`config.mk`:
```
export PLATFORM = sky130hd
export DESIGN_NAME = ascon_fsm_flat
export DESIGN_NICKNAME = d
export VERILOG_FILES = /design/src/rtl/ascon_fsm_if.sv /design/src/rtl/ascon_fsm.sv /design/src/flat_wrapper.sv
export SDC_FILE = /design/constraint.sdc
export NUM_CORES = 1
export LEC_CHECK = 0
export ABC_CLOCK_PERIOD_IN_PS = 3100
export CORE_MARGIN = 1.5
export CORE_UTILIZATION = 54
export CTS_BUF_LIST = sky130_fd_sc_hd__clkbuf_4 sky130_fd_sc_hd__clkbuf_8 sky130_fd_sc_hd__clkbuf_16
export DETAILED_ROUTE_END_ITERATION = 12
export HOLD_SLACK_MARGIN = 0.06
export PLACE_DENSITY = 0.88
export SETUP_SLACK_MARGIN = 0.15
export SYNTH_ARGS = -nofsm -noshare
export SYNTH_HDL_FRONTEND = slang
export SYNTH_SLANG_ARGS = --single-unit
```
`constraint.sdc`:
```
create_clock -name clock_i -period 3.1 [get_ports clock_i]
set_clock_uncertainty 0.05 [all_clocks]
set_input_delay 0.31 -clock clock_i [delete_from_list [all_inputs] [get_ports clock_i]]
set_output_delay 0.31 -clock clock_i [all_outputs]
set_load 0.01 [all_outputs]
```
`src/rtl/ascon_fsm_if.sv`:
```
// ----------------------------------------------------------------------------
// ascon_fsm_if
// Control bundle between the ASCON sequencing FSM and its datapath.
//   master : the FSM side. Receives start_i / data_valid_i and drives every
//            datapath enable, the round index and the status flags.
//   slave  : the datapath / host side. Drives start_i / data_valid_i and
//            observes the enables and status flags.
// Signals:
//   start_i           begin a new encryption
//   data_valid_i      next AD/plaintext block present on the datapath input
//   data_sel_o        0 = external initial state, 1 = registered state
//   en_reg_state_o    permutation state register enable
//   en_xor_data_o     XOR data into state word 0 at permutation input
//   en_xor_key_o      XOR key into state words 1-2 at permutation input
//   en_xor_lsb_o      XOR 1 into state word 4 LSB at permutation output
//   en_xor_key_end_o  XOR key into state words 3-4 at permutation output
//   counter_o         round index for the round-constant input
//   en_cipher_o       cipher register load enable
//   en_tag_o          tag register load enable
//   cipher_valid_o    cipher register content valid (one-cycle pulse)
//   end_o             encryption complete, tag valid
// ----------------------------------------------------------------------------
interface ascon_fsm_if;
    logic       start_i;
    logic       data_valid_i;
    logic       data_sel_o;
    logic       en_reg_state_o;
    logic       en_xor_data_o;
    logic       en_xor_key_o;
    logic       en_xor_lsb_o;
    logic       en_xor_key_end_o;
    logic [3:0] counter_o;
    logic       en_cipher_o;
    logic       en_tag_o;
    logic       cipher_valid_o;
    logic       end_o;

    modport master (
        input  start_i,
        input  data_valid_i,
        output data_sel_o,
        output en_reg_state_o,
        output en_xor_data_o,
        output en_xor_key_o,
        output en_xor_lsb_o,
        output en_xor_key_end_o,
        output counter_o,
        output en_cipher_o,
        output en_tag_o,
        output cipher_valid_o,
        output end_o
    );

    modport slave (
        output start_i,
        output data_valid_i,
        input  data_sel_o,
        input  en_reg_state_o,
        input  en_xor_data_o,
        input  en_xor_key_o,
        input  en_xor_lsb_o,
        input  en_xor_key_end_o,
        input  counter_o,
        input  en_cipher_o,
        input  en_tag_o,
        input  cipher_valid_o,
        input  end_o
    );
endinterface

```
`src/rtl/ascon_fsm.sv`:
```
// ----------------------------------------------------------------------------
// ascon_fsm
// Sequencing FSM for an iterative ASCON encryption datapath (one permutation
// round per clock). Runs a message of N_BLOCKS 64-bit plaintext blocks with a
// single associated-data block:
//   INIT (12 rounds) -> WAIT_AD -> AD (6 rounds) ->
//   { WAIT_PT -> PT (6 rounds) } x (N_BLOCKS-1) -> WAIT_PT -> FIN (12 rounds)
//   -> END
// The last plaintext block is absorbed at the start of FIN, together with the
// finalisation key XOR, so only N_BLOCKS-1 PT phases are run.
// All datapath controls are Moore outputs decoded from the registered state,
// round counter and block counter; cipher_valid_o is the only registered
// output (the cycle after each cipher load).
// Ports:
//   clock_i   clock, all state updates on the rising edge
//   resetb_i  asynchronous active-low reset: IDLE, counters 0, outputs 0
//   bus       ascon_fsm_if.master control bundle (see interface header)
// Parameter:
//   N_BLOCKS  plaintext blocks per message, 1..15
// ----------------------------------------------------------------------------
module ascon_fsm #(
    parameter int N_BLOCKS = 4
) (
    input  logic         clock_i,
    input  logic         resetb_i,
    ascon_fsm_if.master  bus
);

    typedef enum logic [2:0] {
        ST_IDLE    = 3'd0,
        ST_INIT    = 3'd1,
        ST_WAIT_AD = 3'd2,
        ST_AD      = 3'd3,
        ST_WAIT_PT = 3'd4,
        ST_PT      = 3'd5,
        ST_FIN     = 3'd6,
        ST_END     = 3'd7
    } state_t;

    localparam logic [3:0] ROUND_FIRST = 4'd0;
    localparam logic [3:0] ROUND_HALF  = 4'd6;   // first round of a 6-round phase
    localparam logic [3:0] ROUND_LAST  = 4'd11;
    localparam logic [3:0] LAST_BLOCK  = 4'(N_BLOCKS - 1);

    state_t     state_reg, state_next;
    logic [3:0] round_reg, round_next;
    logic [3:0] block_reg, block_next;
    logic       cipher_valid_reg;

    logic       round_first;
    logic       round_half;
    logic       round_last;

    // decoded outputs
    logic       data_sel;
    logic       en_reg_state;
    logic       en_xor_data;
    logic       en_xor_key;
    logic       en_xor_lsb;
    logic       en_xor_key_end;
    logic       en_cipher;
    logic       en_tag;
    logic       end_flag;

    assign round_first = (round_reg == ROUND_FIRST);
    assign round_half  = (round_reg == ROUND_HALF);
    assign round_last  = (round_reg == ROUND_LAST);

    // ------------------------------------------------------------------------
    // State, counters and the delayed cipher-valid flag
    // ------------------------------------------------------------------------
    always_ff @(posedge clock_i or negedge resetb_i) begin
        if (!resetb_i) begin
            state_reg        <= ST_IDLE;
            round_reg        <= 4'd0;
            block_reg        <= 4'd0;
            cipher_valid_reg <= 1'b0;
        end else begin
            state_reg        <= state_next;
            round_reg        <= round_next;
            block_reg        <= block_next;
            // The cipher register is loaded on the en_cipher cycle, so its
            // content is valid one cycle later.
            cipher_valid_reg <= en_cipher;
        end
    end

    // ------------------------------------------------------------------------
    // Next-state logic and Moore output decode
    // ------------------------------------------------------------------------
    always_comb begin
        state_next     = state_reg;
        round_next     = round_reg;
        block_next     = block_reg;
        data_sel       = 1'b0;
        en_reg_state   = 1'b0;
        en_xor_data    = 1'b0;
        en_xor_key     = 1'b0;
        en_xor_lsb     = 1'b0;
        en_xor_key_end = 1'b0;
        en_cipher      = 1'b0;
        en_tag         = 1'b0;
        end_flag       = 1'b0;

        unique case (state_reg)
            ST_IDLE: begin
                if (bus.start_i) begin
                    state_next = ST_INIT;
                    round_next = ROUND_FIRST;
                    block_next = 4'd0;
                end
            end

            ST_INIT: begin
                en_reg_state = 1'b1;
                // First round takes the externally built initial state.
                data_sel       = !round_first;
                en_xor_key_end = round_last;
                if (round_last) begin
                    // Round counter is held at 11 while waiting.
                    state_next = ST_WAIT_AD;
                end else begin
                    round_next = round_reg + 4'd1;
                end
            end

            ST_WAIT_AD: begin
                if (bus.data_valid_i) begin
                    state_next = ST_AD;
                    round_next = ROUND_HALF;
                end
            end

            ST_AD: begin
                data_sel     = 1'b1;
                en_reg_state = 1'b1;
                en_xor_data  = round_half;
                // Domain separation bit after the last AD round.
                en_xor_lsb   = round_last;
                if (round_last) begin
                    state_next = ST_WAIT_PT;
                end else begin
                    round_next = round_reg + 4'd1;
                end
            end

            ST_WAIT_PT: begin
                if (bus.data_valid_i) begin
                    // The final block goes straight into finalisation.
                    if (block_reg == LAST_BLOCK) begin
                        state_next = ST_FIN;
                        round_next = ROUND_FIRST;
                    end else begin
                        state_next = ST_PT;
                        round_next = ROUND_HALF;
                    end
                end
            end

            ST_PT: begin
                data_sel     = 1'b1;
                en_reg_state = 1'b1;
                en_xor_data  = round_half;
                en_cipher    = round_half;
                if (round_last) begin
                    state_next = ST_WAIT_PT;
                    block_next = block_reg + 4'd1;
                end else begin
                    round_next = round_reg + 4'd1;
                end
            end

            ST_FIN: begin
                data_sel       = 1'b1;
                en_reg_state   = 1'b1;
                en_xor_data    = round_first;
                en_xor_key     = round_first;
                en_cipher      = round_first;
                en_xor_key_end = round_last;
                en_tag         = round_last;
                if (round_last) begin
                    state_next = ST_END;
                end else begin
                    round_next = round_reg + 4'd1;
                end
            end

            ST_END: begin
                end_flag = 1'b1;
                if (bus.start_i) begin
                    state_next = ST_INIT;
                    round_next = ROUND_FIRST;
                    block_next = 4'd0;
                end
            end

            default: begin
                state_next = ST_IDLE;
                round_next = 4'd0;
                block_next = 4'd0;
            end
        endcase
    end

    // ------------------------------------------------------------------------
    // Output drive
    // ------------------------------------------------------------------------
    assign bus.data_sel_o       = data_sel;
    assign bus.en_reg_state_o   = en_reg_state;
    assign bus.en_xor_data_o    = en_xor_data;
    assign bus.en_xor_key_o     = en_xor_key;
    assign bus.en_xor_lsb_o     = en_xor_lsb;
    assign bus.en_xor_key_end_o = en_xor_key_end;
    assign bus.counter_o        = round_reg;
    assign bus.en_cipher_o      = en_cipher;
    assign bus.en_tag_o         = en_tag;
    assign bus.cipher_valid_o   = cipher_valid_reg;
    assign bus.end_o            = end_flag;

endmodule

```
`src/flat_wrapper.sv`:
```
// flat-port wrapper written by rule: the top's interface ports become plain ports
module ascon_fsm_flat 
#(
    parameter int N_BLOCKS = 4
)
  (clock_i, resetb_i, bus_start_i, bus_data_valid_i, bus_data_sel_o, bus_en_reg_state_o, bus_en_xor_data_o, bus_en_xor_key_o, bus_en_xor_lsb_o, bus_en_xor_key_end_o, bus_counter_o, bus_en_cipher_o, bus_en_tag_o, bus_cipher_valid_o, bus_end_o);
  ascon_fsm_if bus_i ();
  input  logic clock_i;
  input  logic resetb_i;
  input wire logic [$bits(bus_i.start_i)-1:0] bus_start_i;
  input wire logic [$bits(bus_i.data_valid_i)-1:0] bus_data_valid_i;
  output wire logic [$bits(bus_i.data_sel_o)-1:0] bus_data_sel_o;
  output wire logic [$bits(bus_i.en_reg_state_o)-1:0] bus_en_reg_state_o;
  output wire logic [$bits(bus_i.en_xor_data_o)-1:0] bus_en_xor_data_o;
  output wire logic [$bits(bus_i.en_xor_key_o)-1:0] bus_en_xor_key_o;
  output wire logic [$bits(bus_i.en_xor_lsb_o)-1:0] bus_en_xor_lsb_o;
  output wire logic [$bits(bus_i.en_xor_key_end_o)-1:0] bus_en_xor_key_end_o;
  output wire logic [$bits(bus_i.counter_o)-1:0] bus_counter_o;
  output wire logic [$bits(bus_i.en_cipher_o)-1:0] bus_en_cipher_o;
  output wire logic [$bits(bus_i.en_tag_o)-1:0] bus_en_tag_o;
  output wire logic [$bits(bus_i.cipher_valid_o)-1:0] bus_cipher_valid_o;
  output wire logic [$bits(bus_i.end_o)-1:0] bus_end_o;
  assign bus_i.start_i = bus_start_i;
  assign bus_i.data_valid_i = bus_data_valid_i;
  assign bus_data_sel_o = bus_i.data_sel_o;
  assign bus_en_reg_state_o = bus_i.en_reg_state_o;
  assign bus_en_xor_data_o = bus_i.en_xor_data_o;
  assign bus_en_xor_key_o = bus_i.en_xor_key_o;
  assign bus_en_xor_lsb_o = bus_i.en_xor_lsb_o;
  assign bus_en_xor_key_end_o = bus_i.en_xor_key_end_o;
  assign bus_counter_o = bus_i.counter_o;
  assign bus_en_cipher_o = bus_i.en_cipher_o;
  assign bus_en_tag_o = bus_i.en_tag_o;
  assign bus_cipher_valid_o = bus_i.cipher_valid_o;
  assign bus_end_o = bus_i.end_o;
  ascon_fsm #(.N_BLOCKS(N_BLOCKS)) u_core (.clock_i(clock_i), .resetb_i(resetb_i), .bus(bus_i));
endmodule
```
-- Yosys cells after proc, flatten, opt, wreduce, memory -nomap -nowiden
Index checks and enable logic that the tools add are counted.
- register bits after elaboration: 12
- latch bits: 0
- bits in writable memories: 0
- bits in read-only memories: 0
- input bits: 4
- output and inout bits: 14
- word-level logic and storage cells: 61
- memories: 0
- add/sub/neg operators: 2
- $mul: 0
- div/mod/pow operators: 0
- $lt $le $gt $ge: 0
- equal/unequal tests: 18
- shifts and indexed selects: 0
- multiplexer cells: 25
- bitwise logic cells: 0
- reduce and logical (&&, ||, !) cells: 12
- operators by type and width (operator ; number):
    $mux 3 ; 7
    $mux 4 ; 5
    $pmux 3 s6 ; 1
    $pmux 4 s4 ; 1
    $eq 3x3->1 const B ; 4
    $ne 2x1->1 const B ; 5
    $add 4x1->4 const B ; 2
    $pmux 4 s2 ; 1
    $eq 3x2->1 const B ; 2
    $mux 1 ; 6
    $ne 2x2->1 const B ; 3
    $pmux 1 s2 ; 3
    $reduce_and 6->1 ; 1
    $reduce_or 2->1 ; 3
    $eq 4x2->1 const B ; 1
    $eq 4x3->1 const B ; 1
    $eq 4x4->1 const B ; 1
    $logic_not 4->1 ; 1
    $reduce_and 4->1 ; 1
    $reduce_or 4->1 ; 1
    $eq 3x1->1 const B ; 1
    $logic_not 3->1 ; 1
    $reduce_and 3->1 ; 1
    $reduce_or 3->1 ; 1
    3 further kinds ; 3

-- Logic depth before layout (Yosys ltp)
- word-level depth: 4
- mapped depth: 6
- gate-level depth less buffers: 6

-- Worst setup path before layout
OpenSTA, ideal clock, no wires.
- path kind: reg-to-output
- start: register u_core.round_reg[0] (netlist: u_core.bus.counter_o[0])
- end: output port bus_en_xor_data_o
- data arrival time: 1294 ps
- data required time: 2740 ps
- slack: 1446 ps
- cell stages (with the launch flop): 7
- buffers on the path: 0
- cell sequence: dfrtp_1 inv_1 ha_1 nor4bb_1 a31o_2 a32oi_1 nor2_1
- longest elaborated chain between the ends: 2
- elaborated cells between the ends (all ways): 3
- those cells by class: eq/ne (1); mux (1); reduce/logical (1)
- ends and longest elaborated chain (what ; line ; source):
    from (decl) ; ascon_fsm.sv:46 ; logic [3:0] round_reg, round_next;
    from (signal assigned) ; ascon_fsm.sv:80 ; round_reg <= round_next;
    $eq 4x3->1 or $logic_not 4->1 (tied branches) ; ascon_fsm.sv:66, ascon_fsm.sv:65 ;
    $pmux 1 s2 * ; ascon_fsm.sv:105 ; unique case (state_reg)
    to (decl) ; flat_wrapper.sv:14 ; output wire logic [$bits(bus_i.en_xor_data_o)-1:0] bus_en_xor_data_o;
Mark *: on every way between the ends. The rest lies on a longest branch, timed or not.

-- Final worst setup path
- start: register u_core.state_reg[1]
- end: output port bus_en_xor_data_o
- longest elaborated chain between the ends: 3
- elaborated cells between the ends (all ways): 5
- those cells by class: eq/ne (3); mux (1); reduce/logical (1)
- ends and longest elaborated chain (what ; line ; source):
    from (decl) ; ascon_fsm.sv:45 ; state_t state_reg, state_next;
    from (signal assigned) ; ascon_fsm.sv:79 ; state_reg <= state_next;
    $eq 3x2->1 or $eq 3x3->1 (tied branches) ; ascon_fsm.sv:105 ;
    $reduce_or 2->1 (no line) ; n/a ;
    $pmux 1 s2 * ; ascon_fsm.sv:105 ;
Marks and branches as above.

==> reports/metrics.yaml <==
power:
  power_density_nw_per_um2: 898
  leakage_nw: 0.441
  max-vdd-ir-drop_mv: 0.591
  comb_power_share_pct: 52.9
  internal_power_mw: 0.567
  p_sw_share_pct: 41.5
  total_power_mw: 0.970
  p_clk_share_pct: 13.7
  seqPwrFrac_pct: 33.4
  power_switching_mw: 0.402
timing:
  maxSlewHeadroom_pct: 61.4
  fin_crit_ns: 2.61
  fmax_ghz: 0.384
  timing.final.crit_share_pct: 84.1
  grt_setup_unrepaired: "false"
  final_hold_viol_count: 0
  setup-tns-final_ns: 0
  final_max_slew_viol_count: 0
  worst_pin_slew_ns: 0.578
  fin_ws_ns: 0.494
  setup_viol: 0
final_layout:
  nFillCells: 125
  mostFrequentLayoutCell: "clkdlybuf4s50_1"
  layout_common_cells: "clkdlybuf4s50_1 (17), dfrtp_1 (12), a21oi_1 (8)"
  multi_input_area_um2: 527
  final_area_um2: 1080
  drive_gt1_share_pct: 7.89
  post-route-util_pct: 70.9
  syn_to_final_growth_pct: 21.2
  n_antenna_cell: 0
  nets: 123
  seq_area_um2: 300
worst_setup_path:
  cp.depth: 5
  cp-start-kind: "flop"
  critPathBufInv: 1
  worstPathCellList: "and2b_1, a31o_2, a32oi_1, nor2_1, clkdlybuf4s50_1"
  crit_start: "u_core.state_reg[1]"
  critPathCapture: "bus_en_xor_data_o"
  r2r_end: "u_core.bus.counter_o[1]"
  worstPathMaxFanout: 20
  critical-path-slowest-cell: "dfrtp_1"
  critical_path.max_stage_delay_ns: 0.68
  reg2regPathDepth: 4
  worstSetupEndpointType: "output port"
  cp.arrival_ns: 2.25
  reg2reg_setup_slack_ns: 1.29
  critical_path_required_ns: 2.74
  r2r_start: "u_core.state_reg[1]"
  critical-path-top-delay-family: "flip-flops"
  crit_type: "reg2out"
floorplan:
  start_util_pct: 58.5
  die_x_um: 43.6
  ios: 18
  die_area_um2: 1900
  std_cell_rows: 14
  die_h_um: 43.6
  core_area_um2: 1520
grt:
  gr-total-overflow: 0
  grt_use_total_pct: 24.3
  grt_max_degree: 23
  grt_pass1_vias: 710
  grt_pass1_wl_mm: 3.42
  antenna_found_initial: 0
synthesis:
  synth_area_um2: 891
  synth_xor_area_share_pct: 1.97
  async_reset_ff_share_pct: 100
  synth_area_leader_cell: "dfrtp_1"
  synth_fa_ha_area_share_pct: 5.62
  synth_edf_count: 0
  synth_top_area_share_pct: 33.7
  synth_compound_area_share_pct: 22.5
  ys_top_cells_by_area: "dfrtp_1 (34%), ha_1 (5.6%), mux2i_1 (5.6%)"
  ys_ff_latch: 12
  avgSynthCellArea_um2: 8.91
  synthMuxAreaShare_pct: 5.62
  synth-simple-area-share_pct: 23.5
  seq_area_frac_synth_pct: 33.7
  synth_fp_nets: 108
  synth_top_family_by_area: "simple AND/OR/NAND/NOR gates"
  ys.flop_type: "dfrtp_1"
  netlist_instances: 100
  yosysWarnings: 0
  ys_types: 40
clock_network:
  root_buffer: "clkbuf_4"
  cts_tree: "yes"
  holdBufCountCts: 0
  cts_setup_buffers: 0
  cts_num_sinks: 12
  cts_resized: 0
  htreeDepth: 1
  worstSkewPairLatency_ns: 0.28
  cts.clk_slew.worst_paths_ns: 0.09
  clockBufferDepth: 2
  cts-buffers-inserted: 3
placement:
  preCtsSetupSlack_ns: 0.820
  io_buffers: 17
  dpl_cell_area_um2: 1040
  place_congestion: 0.759
  dpl.hpwl_mm: 1.49
worst_hold_path:
  min_path_type: "in2async"
detailed_routing:
  drtAntennaViolNets: 0
  drtIter0Drc: 16
  dr_total_vias: 798
  wl_per_cell_um: 16.0
  wl_mm: 2.08
  via_per_inst: 6.14
  first_pass_iters: 4
  drc: 0
outcome:
  status: "finished, final reports clean"
job:
  drv_cap: 0
==> cell type report <==
| type | count | area share, % |
|---|---|---|
| Multi-Input combinational cell | 75 | 48.8 |
| Tap cell | 16 | 1.85 |
| Sequential cell | 12 | 27.8 |
| Inverter | 5 | 1.74 |
| Clock buffer | 4 | 3.36 |
| Timing Repair Buffer | 18 | 16.5 |
==> cells in the mapped netlist, drive strengths merged (2+ instances only) <==
cell type	count
and3b	2
nand2	3
a32oi	2
inv	5
buf	5
dfrtp	12
o21ai	6
and3	2
a21oi	8
nand2b	2
nor3	4
nand3	7
mux2i	5
xnor2	2
nand4	2
clkbuf	3
a211oi	2
ha	4
nor2	6
==> per-layer routing <==
layer  vias up  global-route usage [%]  part of all wire [%]
li1        392                       -                     -
met1       377                    31.7                    43
met2        25                    40.6                    52
met3         4                    2.50                   3.9
met4         0                    10.9                   1.7
met5         -                       0                     0
==> metrics by stage <==
step / hold slack (ns) / instances
floorplan: -0.0356 / 100
global placement: 0.425 / 126
detailed placement: 0.435 / 126
CTS: 0.360 / 130
global route: 0.396 / 130
finish: 0.335 / 130
==> how the worst min path moves through the flow <==
stage / end / slack, ns / depth (start not counted)
floorplan: u_core.block_reg[0] / -0.04 / 0
global placement: u_core.block_reg[3] / 0.43 / 1
detailed placement: u_core.block_reg[3] / 0.43 / 1
CTS: u_core.bus.counter_o[1] / 0.36 / 1
global route: u_core.bus.cipher_valid_o / 0.40 / 1
finish: u_core.bus.counter_o[1] / 0.33 / 1
==> kinds of logic (layout without fill, tap and decap cells) <==
kind of cell	count (synthesis)	count (layout)
fa+ha+maj	4	4
simple gates	36	36
compound gates	28	28
buf+inv	13	27
flops	12	12
mux	5	5
xor+xnor	2	2
==> worst register-to-register path: cells and delay by family, from the launching register on <==
family	cells	cell delay (ns)
xor gates and xnor gates	1	0.45
DFF	1	0.68
AOI/OAI and AO/OA	2	0.37
and+or+nand+nor	1	0.15
==> power by group through the flow <==
stage	logic, mW	registers, mW	clock network, mW
finish	0.513	0.323	0.133
global route	0.558	0.339	0.140
CTS	0.517	0.323	0.133
detailed placement	0.506	0.325	0
global placement	0.487	0.320	0
floorplan	0.355	0.300	0
Note: power is estimated with default switching activity, not from simulation.
